==> src/rtl/fifo_uart_tx.sv <==
// UART transmitter that pops words from a FIFO read port and shifts them out
// as start bit, DATA_WIDTH data bits (LSB first) and one stop bit.
module fifo_uart_tx #(
  parameter int DATA_WIDTH = 8,
  parameter int DIV_WIDTH  = 16
) (
  input  logic                  clk,
  input  logic                  reset,
  input  logic                  enable,
  input  logic [DIV_WIDTH-1:0]  baud_div,
  input  logic [DATA_WIDTH-1:0] fifo_data,
  input  logic                  fifo_valid,
  output logic                  fifo_latch,
  output logic                  tx,
  output logic                  busy
);

  localparam int BIT_CNT_W = $clog2(DATA_WIDTH + 1);

  typedef enum logic [1:0] {IDLE, START, DATA, STOP} state_t;

  state_t                state, state_nxt;
  logic [DATA_WIDTH-1:0] shift_q, shift_nxt;
  logic [DIV_WIDTH-1:0]  div_q, div_nxt;
  logic [DIV_WIDTH-1:0]  cnt_q, cnt_nxt;
  logic [BIT_CNT_W-1:0]  bit_q, bit_nxt;
  logic                  tx_nxt;
  logic                  bit_end;
  logic                  pop_point;

  assign bit_end   = (cnt_q == '0);
  assign pop_point = (state == IDLE) || ((state == STOP) && bit_end);
  // Gated by reset so a held reset never drains the FIFO.
  assign fifo_latch = pop_point && enable && fifo_valid && !reset;

  always_comb begin
    state_nxt = state;
    shift_nxt = shift_q;
    div_nxt   = div_q;
    cnt_nxt   = cnt_q;
    bit_nxt   = bit_q;
    tx_nxt    = tx;
    if (fifo_latch) begin
      shift_nxt = fifo_data;
      div_nxt   = baud_div;
      cnt_nxt   = baud_div;
      bit_nxt   = '0;
      state_nxt = START;
      tx_nxt    = 1'b0;
    end else begin
      case (state)
        IDLE: begin
          tx_nxt = 1'b1;
        end
        START: begin
          if (bit_end) begin
            state_nxt = DATA;
            cnt_nxt   = div_q;
            tx_nxt    = shift_q[0];
          end else begin
            cnt_nxt = cnt_q - DIV_WIDTH'(1);
          end
        end
        DATA: begin
          // tx is registered, so the next bit is taken from shift_q[1] before the shift lands.
          if (bit_end) begin
            cnt_nxt   = div_q;
            shift_nxt = shift_q >> 1;
            bit_nxt   = bit_q + BIT_CNT_W'(1);
            if (bit_q == BIT_CNT_W'(DATA_WIDTH - 1)) begin
              state_nxt = STOP;
              tx_nxt    = 1'b1;
            end else begin
              tx_nxt = shift_q[1];
            end
          end else begin
            cnt_nxt = cnt_q - DIV_WIDTH'(1);
          end
        end
        STOP: begin
          if (bit_end) begin
            state_nxt = IDLE;
            tx_nxt    = 1'b1;
          end else begin
            cnt_nxt = cnt_q - DIV_WIDTH'(1);
          end
        end
        default: begin
          state_nxt = IDLE;
          tx_nxt    = 1'b1;
        end
      endcase
    end
  end

  always_ff @(posedge clk) begin
    if (reset) begin
      state   <= IDLE;
      shift_q <= '0;
      div_q   <= '0;
      cnt_q   <= '0;
      bit_q   <= '0;
      tx      <= 1'b1;
      busy    <= 1'b0;
    end else begin
      state   <= state_nxt;
      shift_q <= shift_nxt;
      div_q   <= div_nxt;
      cnt_q   <= cnt_nxt;
      bit_q   <= bit_nxt;
      tx      <= tx_nxt;
      busy    <= (state_nxt != IDLE);
    end
  end

endmodule

==> config.mk <==
export PLATFORM = sky130hd
export DESIGN_NAME = fifo_uart_tx
export DESIGN_NICKNAME = d
export VERILOG_FILES = /design/src/rtl/fifo_uart_tx.sv
export SDC_FILE = /design/constraint.sdc
export NUM_CORES = 1
export LEC_CHECK = 0
export ABC_AREA = 1
export CAP_MARGIN = 30
export CORE_MARGIN = 8
export CORE_UTILIZATION = 56
export CTS_CLUSTER_SIZE = 20
export DETAILED_ROUTE_END_ITERATION = 8
export PLACE_DENSITY = 0.89
export SLEW_MARGIN = 15
export SYNTH_ARGS = -nofsm -noshare
export SYNTH_HDL_FRONTEND = slang
export SYNTH_SLANG_ARGS = --single-unit
==> constraint.sdc <==
create_clock -name clk -period 2.1 [get_ports clk]
set_input_delay 0.42 -clock clk [delete_from_list [all_inputs] [get_ports clk]]
set_output_delay 0.42 -clock clk [all_outputs]
set_load 0.03 [all_outputs]
Yosys cells after proc, flatten, opt, wreduce, memory -nomap -nowiden
Cells that the tools add are included.
{ "word_totals": {"register_bits": 48, "latch_bits": 0, "ram_bits": 0, "romBits": 0, "in_bits": 28, "output_inout_bits": 3, "elab_cells": 54, "memories": 0} }
{ "op_classes": {"add_sub_neg": 2, "multipliers": 0, "div_mod_pow": 0, "n_lt_le_gt_ge": 0, "n_eq_ne": 8, "n_shift": 0, "muxes": 19, "bitwise_logic": 0, "reduce_logical": 18} }
{ "ops": {"columns": ["operator", "n"], "rows": [
  ["16-bit two-way mux", 3],
  ["16-bit one-hot mux with 2 select lines", 1],
  ["8-bit two-way mux", 3],
  ["16-bit zero test", 1],
  ["16-bit by 1-bit subtractor with 16-bit output (second input constant)", 1],
  ["3-bit != test (second input constant)", 4],
  ["2-bit two-way mux", 5],
  ["2-bit one-hot mux with 3 select lines", 1],
  ["2-bit AND reduction", 3],
  ["2-bit nonzero test", 3],
  ["1-bit two-way mux", 5],
  ["4-bit by 1-bit adder with 4-bit output (second input constant)", 1],
  ["2-bit equality test (second input constant)", 2],
  ["4-bit by 3-bit equality test with 1-bit output (second input constant)", 1],
  ["1-bit logical AND", 4],
  ["1-bit one-hot mux with 4 select lines", 1],
  ["2-bit OR reduction", 2],
  ["3-bit AND reduction", 1],
  ["3-bit nonzero test", 1],
  ["2-bit by 1-bit equality test with 1-bit output (second input constant)", 1],
  ["2-bit zero test", 1],
  ["1-bit zero test", 1],
  ["1-bit logical OR", 1]
]} }

Longest topological paths before layout
Gate-level depths: netlist of run 1.
{ "logic_depth": {"word_depth": 8, "ltp_mapped": 13, "ltp_nobuf": 13} }

Worst setup path after synthesis of run 1
Ideal clock, no wire load.
{ "synth_timing": {"path_kind": "flip-flop to output port", "startpoint": "reg cnt_q[0]", "endpoint": "out fifo_latch", "t_arrival_ns": 1.333, "required_time_ns": 1.680, "slack_ns": 0.347, "path_stages_with_launch": 10, "n_path_buf": 1, "path_cell_list": "dfxtp_1 inv_1 ha_1 nand2_2 nor2_4 nand3_2 nand2_2 nand3_2 inv_2 buf_4"} }
{ "synth_between": {"elab_chain_len": 6} }
{ "synth_lines": {"columns": ["element", "line", "source"], "rows": [
  ["from (decl)", "25", "logic [DIV_WIDTH-1:0] cnt_q, cnt_nxt;"],
  ["from (signal assigned)", "109", "cnt_q <= cnt_nxt;"],
  ["16-bit zero test", "31", "assign bit_end = (cnt_q == '0);"],
  ["1-bit logical AND", "32", "assign pop_point = (state == IDLE) || ((state == STOP) && bit_end);"],
  ["1-bit logical OR", "32", null],
  ["1-bit logical AND (3 in a row)", "34", "assign fifo_latch = pop_point && enable && fifo_valid && !reset;"],
  ["to (decl)", "13", "output logic fifo_latch,"]
]} }
Every way passes these cells.

Worst setup path after layout of run 1
{ "layout_timing": {"startpoint": "reg state[1]", "endpoint": "out fifo_latch"} }
{ "layout_between": {"elab_chain_len": 6, "word_cells_on_any_way": 7, "classes_between": "eq/ne (1); reduce/logical (6)"} }
{ "layout_lines": {"columns": ["element", "line", "source"], "rows": [
  ["from (decl)", "22", "state_t state, state_nxt;"],
  ["from (signal assigned)", "106", "state <= state_nxt;"],
  ["2-bit equality test", "32", null],
  ["1-bit logical AND", "32", null],
  ["1-bit logical OR *", "32", null],
  ["1-bit logical AND * (3 in a row)", "34", null]
]} }
Mark *: on every way between the ends. The rest lies on a longest branch, timed or not.

==> flow_results.org, run 1 <==
** Placement
- Port buffering added 30 buffers.
- Placed standard-cell area :: 3080 um2
- At the end of routability-driven placement, the weighted congestion stood at 0.932.
- Summed over all nets, the half-perimeter wirelength after detailed placement is 5100 um.

** Timing
- The number of hold violations in the final report was 0.
- Min Clock Period, post-route :: 2.03 ns
- Pin slew with the least headroom to its limit :: 0.482 ns
- Dividing the final minimum period by the clock period gives 0.969.
- The worst pin sits at a relative slew slack of 0.678.
- Setup violations remaining at the end of the flow were counted as 0.
- Max Clock Freq :: 491 MHz
- Clock skew on the completed layout was measured at 0.00600 ns.
- Summed over all failing endpoints, the final setup total negative slack is 0 ns.
- The number of pins exceeding their max-slew limit in the final report is 0.

** Floorplan
- After floorplanning, the core was sized to cover 4690 um2.
- FP Rows :: 25
- Vert. Die Dim :: 85.5 um
- For this configuration, the core starts out at a cell density of 0.577.
- From left edge to right edge, the die measures 85.5 um.
- The floorplan step defined a die boundary enclosing 7320 um2.
- # IOs :: 31

** Synthesis
- Nets in the synthesized netlist :: 449
- In this run the cell area of the synthesized design comes to 2710 um2.
- Synthesis inferred 48 register bits.
- The fraction of the mapped netlist area in compound gates is 0.128.
- Of the total synthesized cell area, the portion taken by XOR and XNOR cells is 0.0226.
- Yosys synthesis warning count :: 0
- Post-Synthesis Cells :: 414
- Proportion of synthesized chip area in sequential cells :: 0.355
- Post-synthesis adder-cell area fraction :: 0.0323
- The netlist uses 32 different library cells.
- Average cell area after synthesis :: 6.54 um2
- Area fraction in and, or, nand and nor cells after synthesis :: 0.365
- By area, the combinational part of the netlist is dominated by simple AND/OR/NAND/NOR gates.
- The portion of synthesized area spent on multiplexers is 0.

** Outcome
- Result of the run :: completed

** Route
- Overall via count from detail_route :: 2837
- Number of design-rule violations left by the first detailed-router iteration :: 272
- Number of detailed-route iterations in the first pass :: 7
- The detail route stage leaves a number of antenna-violating nets equal to 0.
- In the final routed layout, each cell accounts on average for 14.4 um.
- Routed vias/inst :: 5.56
- The routed design has 7330 um of wire.
- For this run, design rule violations remaining after detail routing come to 0.

** GRT
- After global routing, the most crowded layer is met2.
- Antenna violations before repair :: 0
- The first global-routing pass estimated 11900 um of wire.
- The number of global-route vias before repair was 2601.
- Entering global routing, the biggest net connects 24 pins.
- For this run, global-route usage on met1 was measured as 0.249.
- Overflow left after global routing :: 0
- GR met2 Demand/Resource :: 0.329
- Global-route usage over all layers :: 0.198
- In the global route stage, met3 resource usage came out at 0.0325.

** Flow run
- Max_cap viols :: 0

** Clock network
- The clock tree synthesis step divided the H-tree into 2 levels.
- Clock tree synthesis selected as its root buffer the cell sky130_fd_sc_hd__clkbuf_8.
- TritonCTS built the clock tree.
- Clk_lat worst skew :: 0.30 ns
- The number of clock buffers added by TritonCTS is 5.
- Number of hold-repair buffers added at the cts stage :: 0
- Counting every sink on the clock net gives 48.
- Clk pin slew, worst setup/hold paths :: 0.09 ns
- The clock passes through at most 2 buffers.

** Final layout
- Layout-stage area growth over the synthesis result :: 22.1%
- The number of antenna diodes in the final layout is 0.
- In the layout the commonest cells are 111 x sky130_fd_sc_hd__nand2_1, 47 x sky130_fd_sc_hd__nor2_1, 47 x sky130_fd_sc_hd__inv_1.
- Register Area :: 963 um2
- Leaving out fill and tap cells, the most frequent cell in the layout is sky130_fd_sc_hd__nand2_1.
- Layout cell share with drive strength beyond 1 :: 0.125
- The layout has 392 filler cells.
- At the end of the flow, the number of nets in the layout was 491.
- Final std cell area, no fill :: 3310 um2
- Summing all multi-input logic gate instances after layout gives 1520 um2.

** Power
- Dividing total power by cell area gives a power density of 955 nW/um2.
- The worst-case IR drop observed on VDD is 523 uV.
- Leakage :: 0.00156 uW
- The design draws 3160 uW.

** Worst setup path
- Critical path startpoint category :: register
- For this run, the slowest stage of the critical path takes 0.41 ns.
- Crit-path slowest cell :: sky130_fd_sc_hd__dfxtp_1
- Traced cell by cell, the critical path runs through ha_1 > nand3_2 > nand2_2 > nand3_4 > inv_4 > buf_6.
- Worst path arrival time :: 1.61 ns
- STA classifies the critical path endpoint as an output pin.
- The number of buffers and inverters on the critical path is 2.
- Critical path class :: register to output pin
- Along the worst path, the maximum fanout reaches 6.
- Data on the critical path is required at its endpoint by 1.68 ns.
- Top cell family by delay on the critical path :: flip-flops

** Hold path
- The tightest min-delay check is of the register to register type.
[worst reg2reg max path: stages, from the launching register on]
cell                      delay [ns]
sky130_fd_sc_hd__dfxtp_2        0.37
sky130_fd_sc_hd__nor2_4         0.17
sky130_fd_sc_hd__buf_4          0.13
sky130_fd_sc_hd__nand2_1        0.05
sky130_fd_sc_hd__nor2_1         0.14
sky130_fd_sc_hd__nand2_1        0.16
sky130_fd_sc_hd__nor2_2         0.34
sky130_fd_sc_hd__nand2_1        0.10
sky130_fd_sc_hd__nand2_1        0.07
sky130_fd_sc_hd__inv_1          0.03
sky130_fd_sc_hd__nand3_1        0.05
sky130_fd_sc_hd__nand3_1        0.07
sky130_fd_sc_hd__nand2_1        0.06
sky130_fd_sc_hd__inv_1          0.04
[flip-flops by register name, indices dropped and copies added (netlist names)]
name,count
shift_q,8
div_q,16
busy,1
state,2
cnt_q,16
tx,1
bit_q,4
[Yosys cell counts]
library cell                 n  area share
sky130_fd_sc_hd__a31oi_1     3      0.0069
sky130_fd_sc_hd__nand3b_1    2      0.0055
sky130_fd_sc_hd__o21ai_0    31       0.057
sky130_fd_sc_hd__nand3_2     2      0.0074
sky130_fd_sc_hd__nand3_1    45       0.083
sky130_fd_sc_hd__buf_2       5      0.0092
sky130_fd_sc_hd__nor2_2      2      0.0046
sky130_fd_sc_hd__buf_1       1      0.0014
sky130_fd_sc_hd__o21ai_2     5       0.016
sky130_fd_sc_hd__o22ai_1     1      0.0023
sky130_fd_sc_hd__xor2_1      4       0.013
sky130_fd_sc_hd__nor2_4      3       0.012
sky130_fd_sc_hd__nor3_1      1      0.0018
sky130_fd_sc_hd__clkbuf_1    3      0.0042
sky130_fd_sc_hd__o21ai_1     5      0.0092
sky130_fd_sc_hd__nor2_1     52       0.072
sky130_fd_sc_hd__o31ai_1     1      0.0028
sky130_fd_sc_hd__o211ai_1    1      0.0028
sky130_fd_sc_hd__nor3b_1     1      0.0028
sky130_fd_sc_hd__buf_6       2      0.0083
sky130_fd_sc_hd__dfxtp_1    48        0.35
sky130_fd_sc_hd__buf_4       2      0.0055
sky130_fd_sc_hd__ha_1        7       0.032
sky130_fd_sc_hd__xnor2_1     3      0.0097
sky130_fd_sc_hd__a21oi_1    11       0.020
sky130_fd_sc_hd__a21oi_2     3      0.0097
sky130_fd_sc_hd__inv_2       2      0.0028
sky130_fd_sc_hd__nand2_1   111        0.15
sky130_fd_sc_hd__or2_0       1      0.0023
sky130_fd_sc_hd__inv_1      48       0.067
sky130_fd_sc_hd__nand2_2     5       0.012
sky130_fd_sc_hd__nand4_1     3      0.0069
[where the power goes]
| group | internal (uW) | switching (uW) |
|---|---|---|
| Combinational | 498 | 792 |
| Clock | 469 | 312 |
| Sequential | 997 | 87.8 |
[metal layers]
| metal | vias up | routed length, um | part of all wire |
|---|---|---|---|
| met5 | - | 0 | 0 |
| met4 | 0 | 137 | 0.019 |
| met3 | 13 | 459 | 0.063 |
| met2 | 108 | 3370 | 0.46 |
| met1 | 1319 | 3370 | 0.46 |
| li1 | 1397 | - | - |
[path summary, 6_finish.rpt]
path              start         end  slack (ns)  cells past startpoint
min          shift_q[2]  shift_q[2]        0.48                      2
min reg2reg  shift_q[2]  shift_q[2]        0.48                      2
max            state[1]  fifo_latch        0.07                      6
max reg2reg   cnt_q[11]   cnt_q[14]        0.22                     13
[repair_timing]
action,4_1_cts,5_1_grt
resized for setup,4,10
hold endpoints to repair,0,0
buffers inserted,1,6
pin swaps,1,5
setup endpoints to repair,2,8
[kinds of logic after synthesis]
| logic type | after synthesis |
|---|---|
| simple gates | 228 |
| xor+xnor | 7 |
| compound gates | 61 |
| buf+inv | 63 |
| fa+ha+maj | 7 |
| flops | 48 |
[cell type report]
class	instances	share of cell area
Multi-Input combinational cell	303	0.460
Sequential cell	48	0.291
Timing Repair Buffer	48	0.132
Inverter	50	0.0575
Clock buffer	5	0.0208
Tap cell	54	0.0204
Clock inverter	2	0.0182
[per-stage QoR]
step	utilization	std cells	hold slack [ns]	setup slack [ns]
final	0.705	510	0.475	0.0653
after global placement	0.656	496	0.450	0.0979
after detailed placement	0.656	496	0.461	-0.00143
after floorplan	-	414	0.434	0.347
after CTS	0.687	504	0.472	0.0181
after global routing	0.705	510	0.498	-0.00679
Note: power is estimated with default switching activity, not from simulation.
==> run 2, diff against run 1 <==
--- a/config.mk
+++ b/config.mk
@@ -8,10 +8,10 @@
 export ABC_AREA = 1
 export CAP_MARGIN = 30
 export CORE_MARGIN = 8
-export CORE_UTILIZATION = 56
+export CORE_UTILIZATION = 26
 export CTS_CLUSTER_SIZE = 20
 export DETAILED_ROUTE_END_ITERATION = 8
-export PLACE_DENSITY = 0.89
+export PLACE_DENSITY = 0.52
 export SLEW_MARGIN = 15
 export SYNTH_ARGS = -nofsm -noshare
 export SYNTH_HDL_FRONTEND = slang
==> run 2 against run 1 <==
Net effect: critical path depth increased by 3; sequential power about the same; total power decreased by 7.1%; maximum frequency increased by 2.7%; cell count increased by 16%; register-to-register slack improved by 0.08 ns; global-route usage decreased by 9.2 points; critical path type unchanged; highest routed layer unchanged.
==> flow_results.org, run 2 (same netlist as run 1, synthesis figures left out) <==
** Clock network
- TritonCTS clock tree :: yes
- The clock tree buffer depth came to 2 (unchanged).
- Num CTS Buffers :: 5 (unchanged)
- The number of clock sinks seen by CTS came to 48 (unchanged).
- Number of hold-repair buffers added at the cts stage :: 0 (unchanged)
- The clock input transition at the sequential cells of the worst setup and hold paths came to 0.09 ns (about the same).
- The root buffer cell chosen for the clock tree is sky130_fd_sc_hd__clkbuf_8.
- The total number of H-tree levels came to 2 (unchanged).
- Clk_lat worst skew :: 0.30 ns (about the same)

** Floorplan
- Die footprint :: 13900 um2 (+90%)
- Initial Util :: 0.265 (-0.312)
- The count of pins on the block boundary was 31 (unchanged).
- FP Rows :: 37 (+48%)
- Vert. Die Dim :: 118 um (+38%)
- The standard cell core area is 10200 um2 (+120%).
- The horizontal die dimension is 118 um (+38%).

** Timing
- Hold violation count in the final report :: 0 (unchanged)
- Count of final max-slew check failures :: 0 (unchanged)
- The time the worst path needs with I/O delays and setup is 1.98 ns (-0.0527 ns).
- Tightest slew margin relative to the limit :: 0.731 (+0.0529)
- Final Skew :: 0.00539 ns (-0.000607 ns)
- The period utilization is 0.944 (-0.0251).
- The minimum hold slack was 0.464 ns (-0.0112 ns).
- Pin slew with the least headroom to its limit :: 0.403 ns (-0.0790 ns)
- Unrepaired setup endpoints after global routing :: no
- The summed negative setup slack over all endpoints is 0 ns (unchanged).
- The final setup violation count is 0 (unchanged).
- Max Clock Freq :: 505 MHz (+2.7%)

** Power
- The worst-case vdd ir drop is 314 uV (-40%).
- The overall power after layout came to 2930 uW (-7.1%).
- Leakage :: 0.00153 uW (-1.9%)
- The power density normalized to cell area is 876 nW/um2 (-8.3%).

** Route
- The detailed-route wire length per cell was 12.4 um (-14%).
- The number of DRC violations after detailed-routing iteration 0 came to 124 (-54%).
- Total wire length :: 7300 um (-0.44%)
- Routed wire length on met3 :: 335 um (-27%)
- DRC violation count after routing :: 0 (unchanged)
- Number of routed nets with antenna violations :: 0 (unchanged)
- Routed vias/inst :: 4.46 (-20%)
- Highest metal used :: met4
- Wl on met1 :: 3440 um (+2.0%)
- Overall via count from detail_route :: 2633 (-7.2%)
- Number of detailed-route iterations in the first pass :: 4 (-3)
- The wire length on met2 is 3450 um (+2.6%).

** Worst setup path
- Crit-path slowest cell :: sky130_fd_sc_hd__dfxtp_1
- STA classifies the critical path startpoint as a register.
- Required arrival time at the worst endpoint :: 1.68 ns (about the same)
- The worst setup path is captured at an output pin.
- R2R setup slack :: 0.30 ns (+0.08 ns)
- Highest net fanout along the worst path :: 5 (-1)
- The signal on the critical path passes through inv_2 > ha_4 > nand2_4 > nor2_4 > nand3_2 > nand2_2 > nand3_2 > inv_2 > buf_6.
- Worst path arrival time :: 1.56 ns (-0.05 ns)
- Critical path class :: register to output pin
- Worst reg2reg startpoint :: cnt_q[0]
- The endpoint identified for the worst register-to-register timing path is cnt_q[8].
- Delay of the slowest cell on the worst path :: 0.33 ns (-0.08 ns)
- The worst reg2reg path depth is 12 (-1).

** GRT
- The all-layer global routing usage came to 0.106 (-0.0919).
- Overflow left after global routing :: 0 (unchanged)
- The number of global-route vias before repair was 2639 (+1.5%).
- The maximum number of pins on one net before global-route repair came to 24 (unchanged).
- Antenna violations before repair :: 0 (unchanged)
- The first-pass GRT wire length came to 12400 um (+4.4%).

** Final layout
- Layout cell share with drive strength beyond 1 :: 0.123 (-0.00165)
- The layout net count is 488 (-0.61%).
- The diode insertion count for antenna repair was 0 (unchanged).
- Leading cell types in the layout, fill and taps excluded :: 111 x sky130_fd_sc_hd__nand2_1, 47 x sky130_fd_sc_hd__nor2_1, 46 x sky130_fd_sc_hd__inv_1
- Layout-stage area growth over the synthesis result :: 23.6%
- Largest registers :: cnt_q (16), div_q (16), shift_q (8)
- Leaving out fill and tap cells, the most frequent cell in the layout is sky130_fd_sc_hd__nand2_1.

** Placement
- The count of input and output buffers is 30 (unchanged).
- The global placement routability congestion was 0.858 (-7.9%).
- The estimated wirelength of the detail-placed design was 5420 um (+6.4%).

** Hold path
- Hold Path Stages :: 2 (unchanged)
- Worst hold path startpoint :: div_q[2]
- For hold timing, the worst endpoint is div_q[2].
- The path class of the tightest hold or removal check is register to register.

** Outcome
- The run finished with clean final reports.

** Flow run
- The number of max-cap violations is 0 (unchanged).
==> run 2: worst max-delay path by stage <==
stage	startpoint	to	slack, ns	depth (start not counted)
final	cnt_q[0]	fifo_latch	0.12	9
after detailed placement	cnt_q[0]	cnt_q[8]	0.17	12
after global routing	cnt_q[5]	fifo_latch	0.003	8
after floorplan	cnt_q[0]	fifo_latch	0.35	9
after global placement	reset	shift_q[7]	0.20	5
after CTS	cnt_q[13]	fifo_latch	0.02	8
==> run 2: what timing repair did <==
action,in CTS,in global routing
pin swaps,1,3
gates resized for setup,4,11
setup endpoints to repair,1,1
setup buffers,0,3
==> run 2: critical path: cells and delay by family, from the launching register on <==
family / cells / cell delay [ns]
DFF: 1 / 0.33
buffers and inverters: 3 / 0.31
adders and majority gates: 1 / 0.15
and+or+nand+nor: 5 / 0.45
==> run 2: layout make-up <==
class,count,area [um2]
Inverter,50,188
Tap cell,136,170
Clock inverter,1,7.51
Sequential cell,48,965
Fill cell,1147,6880
Clock buffer,7,86.3
Multi-Input combinational cell,303,1520
Timing Repair Buffer,45,414
==> run 2: layer usage <==
layer	vias up	GRT usage
li1	1390	-
met1	1182	0.127
met2	53	0.187
met3	8	0.0249
met4	0	0.0208
met5	-	0
==> run 2: where the power goes <==
| part | switching [uW] | internal [uW] | total, uW |
|---|---|---|---|
| combinational | 751 | 516 | 1270 |
| sequential | 86.0 | 999 | 1080 |
| clock | 312 | 268 | 580 |
==> run 2: through the flow <==
stage          cells  worst slack [ns]  utilization  instance area, um2
3_5_place_dp     579             0.167        0.312                3190
2_1_floorplan    414             0.347            -                2710
3_3_place_gp     579             0.203        0.312                3190
6_report         590             0.118        0.327                3350
4_1_cts          587            0.0228        0.322                3300
5_1_grt          590           0.00337        0.327                3350
==> variant, RTL diff (settings of run 1) <==
Set the parameter `DATA_WIDTH` to 16 (it was 8).
--- a/src/rtl/fifo_uart_tx.sv
+++ b/src/rtl/fifo_uart_tx.sv
@@ -3,3 +3,3 @@
 module fifo_uart_tx #(
-  parameter int DATA_WIDTH = 8,
+  parameter int DATA_WIDTH = 16,
   parameter int DIV_WIDTH  = 16
Ports: changed (resized fifo_data); port bits go from 31 to 39. No check against the original RTL was run, so the function may have changed too.
==> variant against run 1 <==
The flow now finishes with violations (design-rule violations); power rose by 19%; count of clock-buffer cells in the layout is 9 higher; wire length rose by 16%; worst setup slack got worse by 0.029 ns; first-iteration DRC count increased by 13%; cell area grew 18%; non-clock buffer count increased by 10; synthesized area is 15% higher; sequential cell count is 9 higher; synthesized cell count rose by 14%; critical endpoint unchanged; largest cell class unchanged; highest routed layer unchanged.
==> variant: results (changes against run 1) <==
- Fillers: 403 (was 392)
- Biggest regs: cnt_q (16), div_q (16), shift_q (16) (was cnt_q (16), div_q (16), shift_q (8))
- Sequential share of cell area: 29.4% (was 29.1%)
- Clk_lat worst skew: 0.34 ns (was 0.30 ns)
- Fin util: 71.8% (was 70.5%)
- Number of remaining DRC errors: 1 (was 0)
- Largest net degree at the start of global routing: 44 (was 24)
- Initial DRT Pass Iterations: 6 (was 7)
- Failing checks: design-rule violations
- Reg2reg end: cnt_q[3] (was cnt_q[14])
- Iter 0 DRT Violations: 308 (was 272)
- CP Max Fanout: 4 (was 6)
- Outcome: finished with violations (was completed)
- Clock transition at path regs: 0.06 ns (was 0.09 ns)
- Routing usage on met1: 23.6% (was 24.9%)
- Largest incremental delay on the critical path: 0.35 ns (was 0.41 ns)
- Seq/Total Area, Yosys: 36.8% (was 35.5%)
- # nets final: 566 (was 491)
- Non-Filler Instances: 599 (was 510)
- Vias in the first global route: 3241 (was 2601)
- Setup WS pre-CTS: 0.0909 ns (was -0.00143 ns)
- NonClk Buf Share: 13.9% (was 13.2%)
- Synth unique cells: 37 (was 32)
- R2R cell count: 11 (was 13)
- Syn avg cell area: 6.60 um2 (was 6.54 um2)
- Vias per cell: 5.49 (was 5.56)
[variant: cell families after synthesis]
family | Yosys count | share of synthesized area (%)
xor gates and xnor gates | 6 | 1.69
and+or+nand+nor | 255 | 36.2
AOI/OAI and AO/OA | 76 | 13.1
adders and majority gates | 8 | 3.23
DFF | 57 | 36.8
buffers and inverters | 68 | 9.07
[variant: timing repair]
item	in CTS	in global routing
pin swaps	4	7
setup endpoints to repair	1	5
resized for setup	8	10
buffers inserted	4	5
[variant: report_power, final]
part / internal, mW / switching [mW] / total (mW)
Combinational: 0.553 / 0.853 / 1.41
Clock: 0.644 / 0.428 / 1.07
Sequential: 1.18 / 0.0913 / 1.27
Total: 2.38 / 1.37 / 3.75
[variant: tightest hold or removal path: cells and delay by family (launching register included)]
| kind | cells | cell delay, ns |
|---|---|---|
| flops | 1 | 0.31 |
| simple gates | 1 | 0.06 |
| compound gates | 1 | 0.05 |
